$ cat src/rtl/adder_arbiter_pkg.sv
// ---------------------------------------------------------------------------
// adder_arb_pkg
//   Shared types and helpers for the shared-adder arbiter.
//   - state_t        : control FSM states (IDLE -> CALC -> RESP)
//   - DATA_W_DEFAULT : default operand / sum width
//   - MAX_REQ        : largest supported requester count
//   - rr_pick()      : round-robin winner selection
// ---------------------------------------------------------------------------
package adder_arb_pkg;

    localparam int DATA_W_DEFAULT = 8;
    localparam int MAX_REQ        = 8;

    typedef enum logic [1:0] {
        IDLE = 2'd0,
        CALC = 2'd1,
        RESP = 2'd2
    } state_t;

    // Returns the first requester with valid set, scanning ptr, ptr+1, ...
    // modulo n.  valid is zero-extended to MAX_REQ bits by the caller.
    // The result is only meaningful when at least one valid bit is set.
    function automatic int rr_pick(input logic [MAX_REQ-1:0] valid,
                                   input int ptr,
                                   input int n);
        int   pick;
        int   idx;
        logic found;
        pick  = 0;
        found = 1'b0;
        for (int k = 0; k < MAX_REQ; k++) begin
            idx = (ptr + k) % n;
            if ((k < n) && !found && valid[idx[2:0]]) begin
                pick  = idx;
                found = 1'b1;
            end
        end
        return pick;
    endfunction

endpackage

$ cat src/rtl/adder_arbiter_if.sv
// ---------------------------------------------------------------------------
// adder_arbiter_if
//   Request and response channels of the shared adder.
//   req_valid/req_ready : per-requester handshake (one bit per requester)
//   req_a/req_b         : packed operands, requester i at [i*DATA_W +: DATA_W]
//   rsp_valid/rsp_ready : result handshake
//   rsp_id/rsp_sum/rsp_carry : owner id, sum and carry of the result
//   modport master : requesters / result consumer side
//   modport slave  : the arbiter
// ---------------------------------------------------------------------------
interface adder_arbiter_if #(
    parameter int NUM_REQ = 4,
    parameter int DATA_W  = 8
);
    localparam int ID_W = (NUM_REQ > 1) ? $clog2(NUM_REQ) : 1;

    logic [NUM_REQ-1:0]        req_valid;
    logic [NUM_REQ-1:0]        req_ready;
    logic [NUM_REQ*DATA_W-1:0] req_a;
    logic [NUM_REQ*DATA_W-1:0] req_b;
    logic                      rsp_valid;
    logic                      rsp_ready;
    logic [ID_W-1:0]           rsp_id;
    logic [DATA_W-1:0]         rsp_sum;
    logic                      rsp_carry;

    modport master (
        output req_valid, req_a, req_b, rsp_ready,
        input  req_ready, rsp_valid, rsp_id, rsp_sum, rsp_carry
    );

    modport slave (
        input  req_valid, req_a, req_b, rsp_ready,
        output req_ready, rsp_valid, rsp_id, rsp_sum, rsp_carry
    );

endinterface

$ cat src/rtl/adder_arbiter_add_unit.sv
// ---------------------------------------------------------------------------
// add_unit
//   Registered DATA_W-bit adder with carry out.
//   clk, reset_n : clock, asynchronous active-low clear
//   en           : load {carry,sum} <= a + b on this edge
//   a, b         : operands
//   sum, carry   : registered result, held while en is low
// ---------------------------------------------------------------------------
module add_unit #(
    parameter int DATA_W = 8
) (
    input  logic              clk,
    input  logic              reset_n,
    input  logic              en,
    input  logic [DATA_W-1:0] a,
    input  logic [DATA_W-1:0] b,
    output logic [DATA_W-1:0] sum,
    output logic              carry
);

    logic [DATA_W-1:0] sum_reg;
    logic              carry_reg;

    always_ff @(posedge clk or negedge reset_n) begin
        if (!reset_n) begin
            sum_reg   <= '0;
            carry_reg <= 1'b0;
        end else if (en) begin
            {carry_reg, sum_reg} <= {1'b0, a} + {1'b0, b};
        end
    end

    assign sum   = sum_reg;
    assign carry = carry_reg;

endmodule

$ cat src/rtl/adder_arbiter.sv
// ---------------------------------------------------------------------------
// adder_arbiter
//   Shares one registered adder between NUM_REQ requesters.  A round-robin
//   arbiter grants one requester while idle, latches its operands, runs the
//   adder for one cycle and presents the result until it is accepted.
//   clk     : clock, rising edge
//   reset_n : asynchronous active-low reset
//   bus     : adder_arbiter_if slave (request and response channels)
// ---------------------------------------------------------------------------
module adder_arbiter
    import adder_arb_pkg::*;
#(
    parameter int NUM_REQ = 4,
    parameter int DATA_W  = DATA_W_DEFAULT
) (
    input  logic           clk,
    input  logic           reset_n,
    adder_arbiter_if.slave bus
);

    localparam int ID_W = (NUM_REQ > 1) ? $clog2(NUM_REQ) : 1;

    state_t            state_reg;
    logic [ID_W-1:0]   rr_ptr_reg;
    logic [ID_W-1:0]   id_reg;
    logic [DATA_W-1:0] a_reg;
    logic [DATA_W-1:0] b_reg;
    logic              rsp_valid_reg;

    logic [DATA_W-1:0] a_arr [NUM_REQ];
    logic [DATA_W-1:0] b_arr [NUM_REQ];
    logic [MAX_REQ-1:0] valid_ext;
    logic [ID_W-1:0]   winner;
    logic              any_valid;
    logic [DATA_W-1:0] add_sum;
    logic              add_carry;

    // Unpack the per-requester operand slices.
    generate
        for (genvar gi = 0; gi < NUM_REQ; gi++) begin : g_unpack
            assign a_arr[gi] = bus.req_a[gi*DATA_W +: DATA_W];
            assign b_arr[gi] = bus.req_b[gi*DATA_W +: DATA_W];
        end
    endgenerate

    always_comb begin
        valid_ext = '0;
        valid_ext[NUM_REQ-1:0] = bus.req_valid;
    end

    assign any_valid = |bus.req_valid;
    assign winner    = ID_W'(rr_pick(valid_ext, int'(rr_ptr_reg), NUM_REQ));

    // Grant is combinational and only offered while idle.  Gating with
    // reset_n keeps every output low for the whole reset pulse.
    generate
        for (genvar gi = 0; gi < NUM_REQ; gi++) begin : g_ready
            assign bus.req_ready[gi] = reset_n && (state_reg == IDLE) &&
                                       any_valid && (winner == ID_W'(gi));
        end
    endgenerate

    always_ff @(posedge clk or negedge reset_n) begin
        if (!reset_n) begin
            state_reg     <= IDLE;
            rr_ptr_reg    <= '0;
            id_reg        <= '0;
            a_reg         <= '0;
            b_reg         <= '0;
            rsp_valid_reg <= 1'b0;
        end else begin
            case (state_reg)
                IDLE: begin
                    // Any valid request is granted this cycle, so a
                    // transfer always happens when any_valid is high.
                    if (any_valid) begin
                        a_reg     <= a_arr[winner];
                        b_reg     <= b_arr[winner];
                        id_reg    <= winner;
                        state_reg <= CALC;
                    end
                end
                CALC: begin
                    rsp_valid_reg <= 1'b1;
                    state_reg     <= RESP;
                end
                RESP: begin
                    if (bus.rsp_ready) begin
                        rsp_valid_reg <= 1'b0;
                        state_reg     <= IDLE;
                        // Priority moves to the requester after the one served.
                        rr_ptr_reg    <= (id_reg == ID_W'(NUM_REQ - 1)) ?
                                         '0 : id_reg + ID_W'(1);
                    end
                end
                default: begin
                    rsp_valid_reg <= 1'b0;
                    state_reg     <= IDLE;
                end
            endcase
        end
    end

    add_unit #(
        .DATA_W (DATA_W)
    ) u_add (
        .clk     (clk),
        .reset_n (reset_n),
        .en      (state_reg == CALC),
        .a       (a_reg),
        .b       (b_reg),
        .sum     (add_sum),
        .carry   (add_carry)
    );

    assign bus.rsp_valid = rsp_valid_reg;
    assign bus.rsp_id    = id_reg;
    assign bus.rsp_sum   = add_sum;
    assign bus.rsp_carry = add_carry;

endmodule

$ cat src/flat_wrapper.sv
// flat-port wrapper written by rule: the top's interface ports become plain ports
module adder_arbiter_flat import adder_arb_pkg::*;
#(
    parameter int NUM_REQ = 4,
    parameter int DATA_W  = DATA_W_DEFAULT
)
  (clk, reset_n, bus_req_valid, bus_req_a, bus_req_b, bus_rsp_ready, bus_req_ready, bus_rsp_valid, bus_rsp_id, bus_rsp_sum, bus_rsp_carry);
  adder_arbiter_if #(.NUM_REQ(NUM_REQ), .DATA_W(DATA_W)) bus_i ();
  input  logic clk;
  input  logic reset_n;
  input wire logic [$bits(bus_i.req_valid)-1:0] bus_req_valid;
  input wire logic [$bits(bus_i.req_a)-1:0] bus_req_a;
  input wire logic [$bits(bus_i.req_b)-1:0] bus_req_b;
  input wire logic [$bits(bus_i.rsp_ready)-1:0] bus_rsp_ready;
  output wire logic [$bits(bus_i.req_ready)-1:0] bus_req_ready;
  output wire logic [$bits(bus_i.rsp_valid)-1:0] bus_rsp_valid;
  output wire logic [$bits(bus_i.rsp_id)-1:0] bus_rsp_id;
  output wire logic [$bits(bus_i.rsp_sum)-1:0] bus_rsp_sum;
  output wire logic [$bits(bus_i.rsp_carry)-1:0] bus_rsp_carry;
  assign bus_i.req_valid = bus_req_valid;
  assign bus_i.req_a = bus_req_a;
  assign bus_i.req_b = bus_req_b;
  assign bus_i.rsp_ready = bus_rsp_ready;
  assign bus_req_ready = bus_i.req_ready;
  assign bus_rsp_valid = bus_i.rsp_valid;
  assign bus_rsp_id = bus_i.rsp_id;
  assign bus_rsp_sum = bus_i.rsp_sum;
  assign bus_rsp_carry = bus_i.rsp_carry;
  adder_arbiter #(.NUM_REQ(NUM_REQ), .DATA_W(DATA_W)) u_core (.clk(clk), .reset_n(reset_n), .bus(bus_i));
endmodule
$ cat config.mk
export PLATFORM = sky130hd
export DESIGN_NAME = adder_arbiter_flat
export DESIGN_NICKNAME = d
export VERILOG_FILES = /design/src/rtl/adder_arbiter_pkg.sv /design/src/rtl/adder_arbiter_if.sv /design/src/rtl/adder_arbiter_add_unit.sv /design/src/rtl/adder_arbiter.sv /design/src/flat_wrapper.sv
export SDC_FILE = /design/constraint.sdc
export NUM_CORES = 1
export LEC_CHECK = 0
export CORE_ASPECT_RATIO = 1.2
export CORE_UTILIZATION = 41
export CTS_BUF_LIST = sky130_fd_sc_hd__clkbuf_2 sky130_fd_sc_hd__clkbuf_4 sky130_fd_sc_hd__clkbuf_8
export CTS_CLUSTER_SIZE = 24
export DETAILED_ROUTE_END_ITERATION = 6
export PLACE_DENSITY_LB_ADDON = 0.05
export RECOVER_POWER = 50
export SLEW_MARGIN = 20
export SYNTH_ARGS = -nofsm -noshare
export SYNTH_HDL_FRONTEND = slang
export SYNTH_SLANG_ARGS = --single-unit
$ cat constraint.sdc
create_clock -name clk -period 2 [get_ports clk]
set_clock_uncertainty 0.2 [all_clocks]
set_input_delay 0.3 -clock clk [delete_from_list [all_inputs] [get_ports clk]]
set_output_delay 0.3 -clock clk [all_outputs]
set_load 0.005 [all_outputs]
==> results.sh <==
export IMPL_setup_slack_ns=-0.0134
export IMPL_cp_num_buf_inv=0
export IMPL_ys_types=45
export IMPL_path_cells="ha_2, fa_2, a21o_1, a21oi_4, o21ai_1, and3b_1, o21a_1"
export IMPL_wire_per_inst_microns=15.1
export IMPL_final_nets=454
export IMPL_dp_cells=422
export IMPL_cp_data_arrival_time_ns=1.99
export IMPL_area_growth_pct=62.4
export IMPL_critPathCaptureType="flop"
export IMPL_outcome="finished with violations"
export IMPL_port_buffers=86
export IMPL_power_mw=5.29
export IMPL_clock_latency_ns=0.29
export IMPL_drt_iter0_drc=85
export IMPL_die_w_microns=70.0
export IMPL_clkSlewWorstSetupHoldPaths_ns=0.07
export IMPL_synth_top_area_frac=0.352
export IMPL_hold_viol_final=0
export IMPL_first_pass_iters=4
export IMPL_grt_usage=0.216
export IMPL_start_kind="flop"
export IMPL_timing_slew_headroom=0.496
export IMPL_violations="setup timing"
export IMPL_ys_ff_latch=32
export IMPL_route_detailed_drc=0
export IMPL_num_rows=29
export IMPL_post_place_ws_ns=-0.532
export IMPL_die_h_microns=83.6
export IMPL_synth_edf_count=0
export IMPL_grt_ovfl_total=0
export IMPL_vias_per_cell=5.54
export IMPL_fmax_mhz=497
export IMPL_p_leak_nw=1.53
export IMPL_core_sq_mm=0.00530
export IMPL_antenna_cells=0
export IMPL_critPathMaxStageDelay_ns=0.40
export IMPL_syn_avg_cell_area_sq_um=8.58
export IMPL_cts_sinks=32
export IMPL_slew_violations=0
export IMPL_tightest_slew_ns=0.755
export IMPL_ys_warn_count=0
export IMPL_postCtsHoldBufs=0
export IMPL_hp_class="flop to flop"
export IMPL_die_area_sq_mm=0.00585
export IMPL_async_reset_ff_frac=1.00
export IMPL_vdd_drop_max_mv=0.594
export IMPL_start_util=0.429
export IMPL_yosysSeqAreaShare=0.352
export IMPL_grt_max_degree=33
export IMPL_cts_root_buf="clkbuf_8"
export IMPL_dpl_hpwl_mm=5.02
export IMPL_fill_cells=424
export IMPL_drt_wl_total_mm=6.59
export IMPL_grt_pass1_wl_mm=9.96
export IMPL_synthTopCellsByArea="dfrtp_1, a21oi_1, a221oi_1"
export IMPL_synth_top_cell_by_area="dfrtp_1"
export IMPL_ys_flop_type="dfrtp_1"
export IMPL_timing_final_crit_share=1.01
export IMPL_globalplace_congestion=0.802
export IMPL_power_density_mw_per_mm2=1430
export IMPL_fin_crit_ns=2.01
export IMPL_htreeDepth=2
export IMPL_setup_viol=1
export IMPL_cts_tree="done"
export IMPL_tns_ns=-0.0134
export IMPL_vias=2414
export IMPL_first_global_vias=2190
export IMPL_ff2ff_setup_slack_ns=-0.01
export IMPL_path_max_fanout=3
export IMPL_synthCells=265
export IMPL_pin_count=87
export IMPL_syn_area_sq_mm=0.00227
export IMPL_clk_path_buf_depth=2
export IMPL_path_delay_family="compound AO/OA/AOI/OAI gates"
export IMPL_drv_cap=0
export IMPL_criticalPathCategory="flop to flop"
export IMPL_rsz0062_at_grt="yes"
export IMPL_antenna_found_initial=0
export IMPL_cp_data_required_time_ns=1.98
export IMPL_slowest_stage="dfrtp_1"
export IMPL_syn_num_nets=346
export IMPL_ant_nets=0
export IMPL_cts_buffers=5
export IMPL_drive_above_1_share=0.249
export IMPL_stdcell_count=436
## cells in the final DEF (no fill, tap or decap), drive strengths merged, types with 4 or more instances in the layout
cell	synthesis	layout
nand2b	4	4
clkbuf	7	7
nand2	18	18
dfrtp	32	32
buf	16	40
nor2	23	23
dlygate4sd2	0	4
and4	14	14
a21oi	29	29
o21ai	26	26
ha	9	9
clkdlybuf4s50	0	77
a221oi	14	14
o31a	14	14
nor3	5	5
inv	9	9
o31ai	4	4
## metrics by stage
step	hold slack, ns	utilization	instance area, sq um
final	0.275	0.697	3690
after global routing	0.311	0.697	3690
after CTS	0.280	0.669	3550
after detailed placement	0.264	0.639	3390
after global placement	0.259	0.639	3390
after floorplan	-0.196	-	2280
## logic make-up after synthesis
kind of cell / synth area share
mux: 0.0149
fa+ha+maj: 0.0583
xor+xnor: 0.0193
simple gates: 0.183
flops: 0.352
buf+inv: 0.0633
compound gates: 0.309
## Yosys cell counts (all sizes together), types with 2 or more instances
master,instances
dfrtp,32
a21oi,29
o21ai,26
nor2,23
nand2,18
buf,16
a221oi,14
and4,14
o31a,14
ha,9
inv,9
clkbuf,7
nor3,5
nand2b,4
o31ai,4
a21o,3
and3,3
mux2,3
xor2,3
a31oi,2
nand3,2
nand4,2
o211ai,2
o21a,2
o32a,2
or3,2
xnor2,2
## report_power, final
part           switching [mW]  total (mW)  internal, mW
combinational            1.67        3.43          1.77
sequential              0.253        1.25         0.995
clock                   0.241       0.609         0.368
total                    2.16        5.29          3.13
## what timing repair did
item                       in CTS  in global routing
gates cloned                    0                  0
setup buffers                   7                  1
setup endpoints to repair      16                 20
hold endpoints to repair        0                  0
pin swaps                       8                 10
resized for setup              32                 36
## worst register-to-register path, stage by stage, from the launching register on
cell     delay (ns)
dfrtp_1        0.40
ha_2           0.19
fa_2           0.34
a21o_1         0.19
a21oi_4        0.16
o21ai_1        0.07
and3b_1        0.18
o21a_1         0.18
## per-layer routing
layer,up-vias,wire [microns],track usage
li1,1218,-,-
met3,7,258,0.0302
met4,0,79,0.0727
met5,-,0,0
met2,68,3320,0.373
met1,1121,2930,0.273
## area by class of cell
type / count / area, sq um / share of cell area
timing repair buffer: 124 / 1160 / 0.313
clock buffer: 5 / 68.8 / 0.0186
clock inverter: 3 / 42.5 / 0.0115
tap: 62 / 77.6 / 0.0210
sequential: 32 / 802 / 0.217
multi-input combinational: 201 / 1510 / 0.409
inverter: 9 / 36.3 / 0.00983
## final timing paths
kind                                                      start  cells after the start                                to
worst min register to register  u_core.u_add.sum[3]$_DFFE_PN0P_                      2   u_core.u_add.sum[3]$_DFFE_PN0P_
max in group asynchronous                               reset_n                      2  u_core.rr_ptr_reg[1]$_DFFE_PN0P_
worst min-delay path            u_core.u_add.sum[3]$_DFFE_PN0P_                      2   u_core.u_add.sum[3]$_DFFE_PN0P_
worst max register to register      u_core.b_reg[0]$_DFFE_PN0P_                      7    u_core.u_add.carry$_DFFE_PN0P_
worst max-delay path                u_core.b_reg[0]$_DFFE_PN0P_                      7    u_core.u_add.carry$_DFFE_PN0P_
min in group asynchronous                               reset_n                      2   u_core.state_reg[0]$_DFFE_PN0P_
No activity file was read; power rests on OpenSTA's default activity.
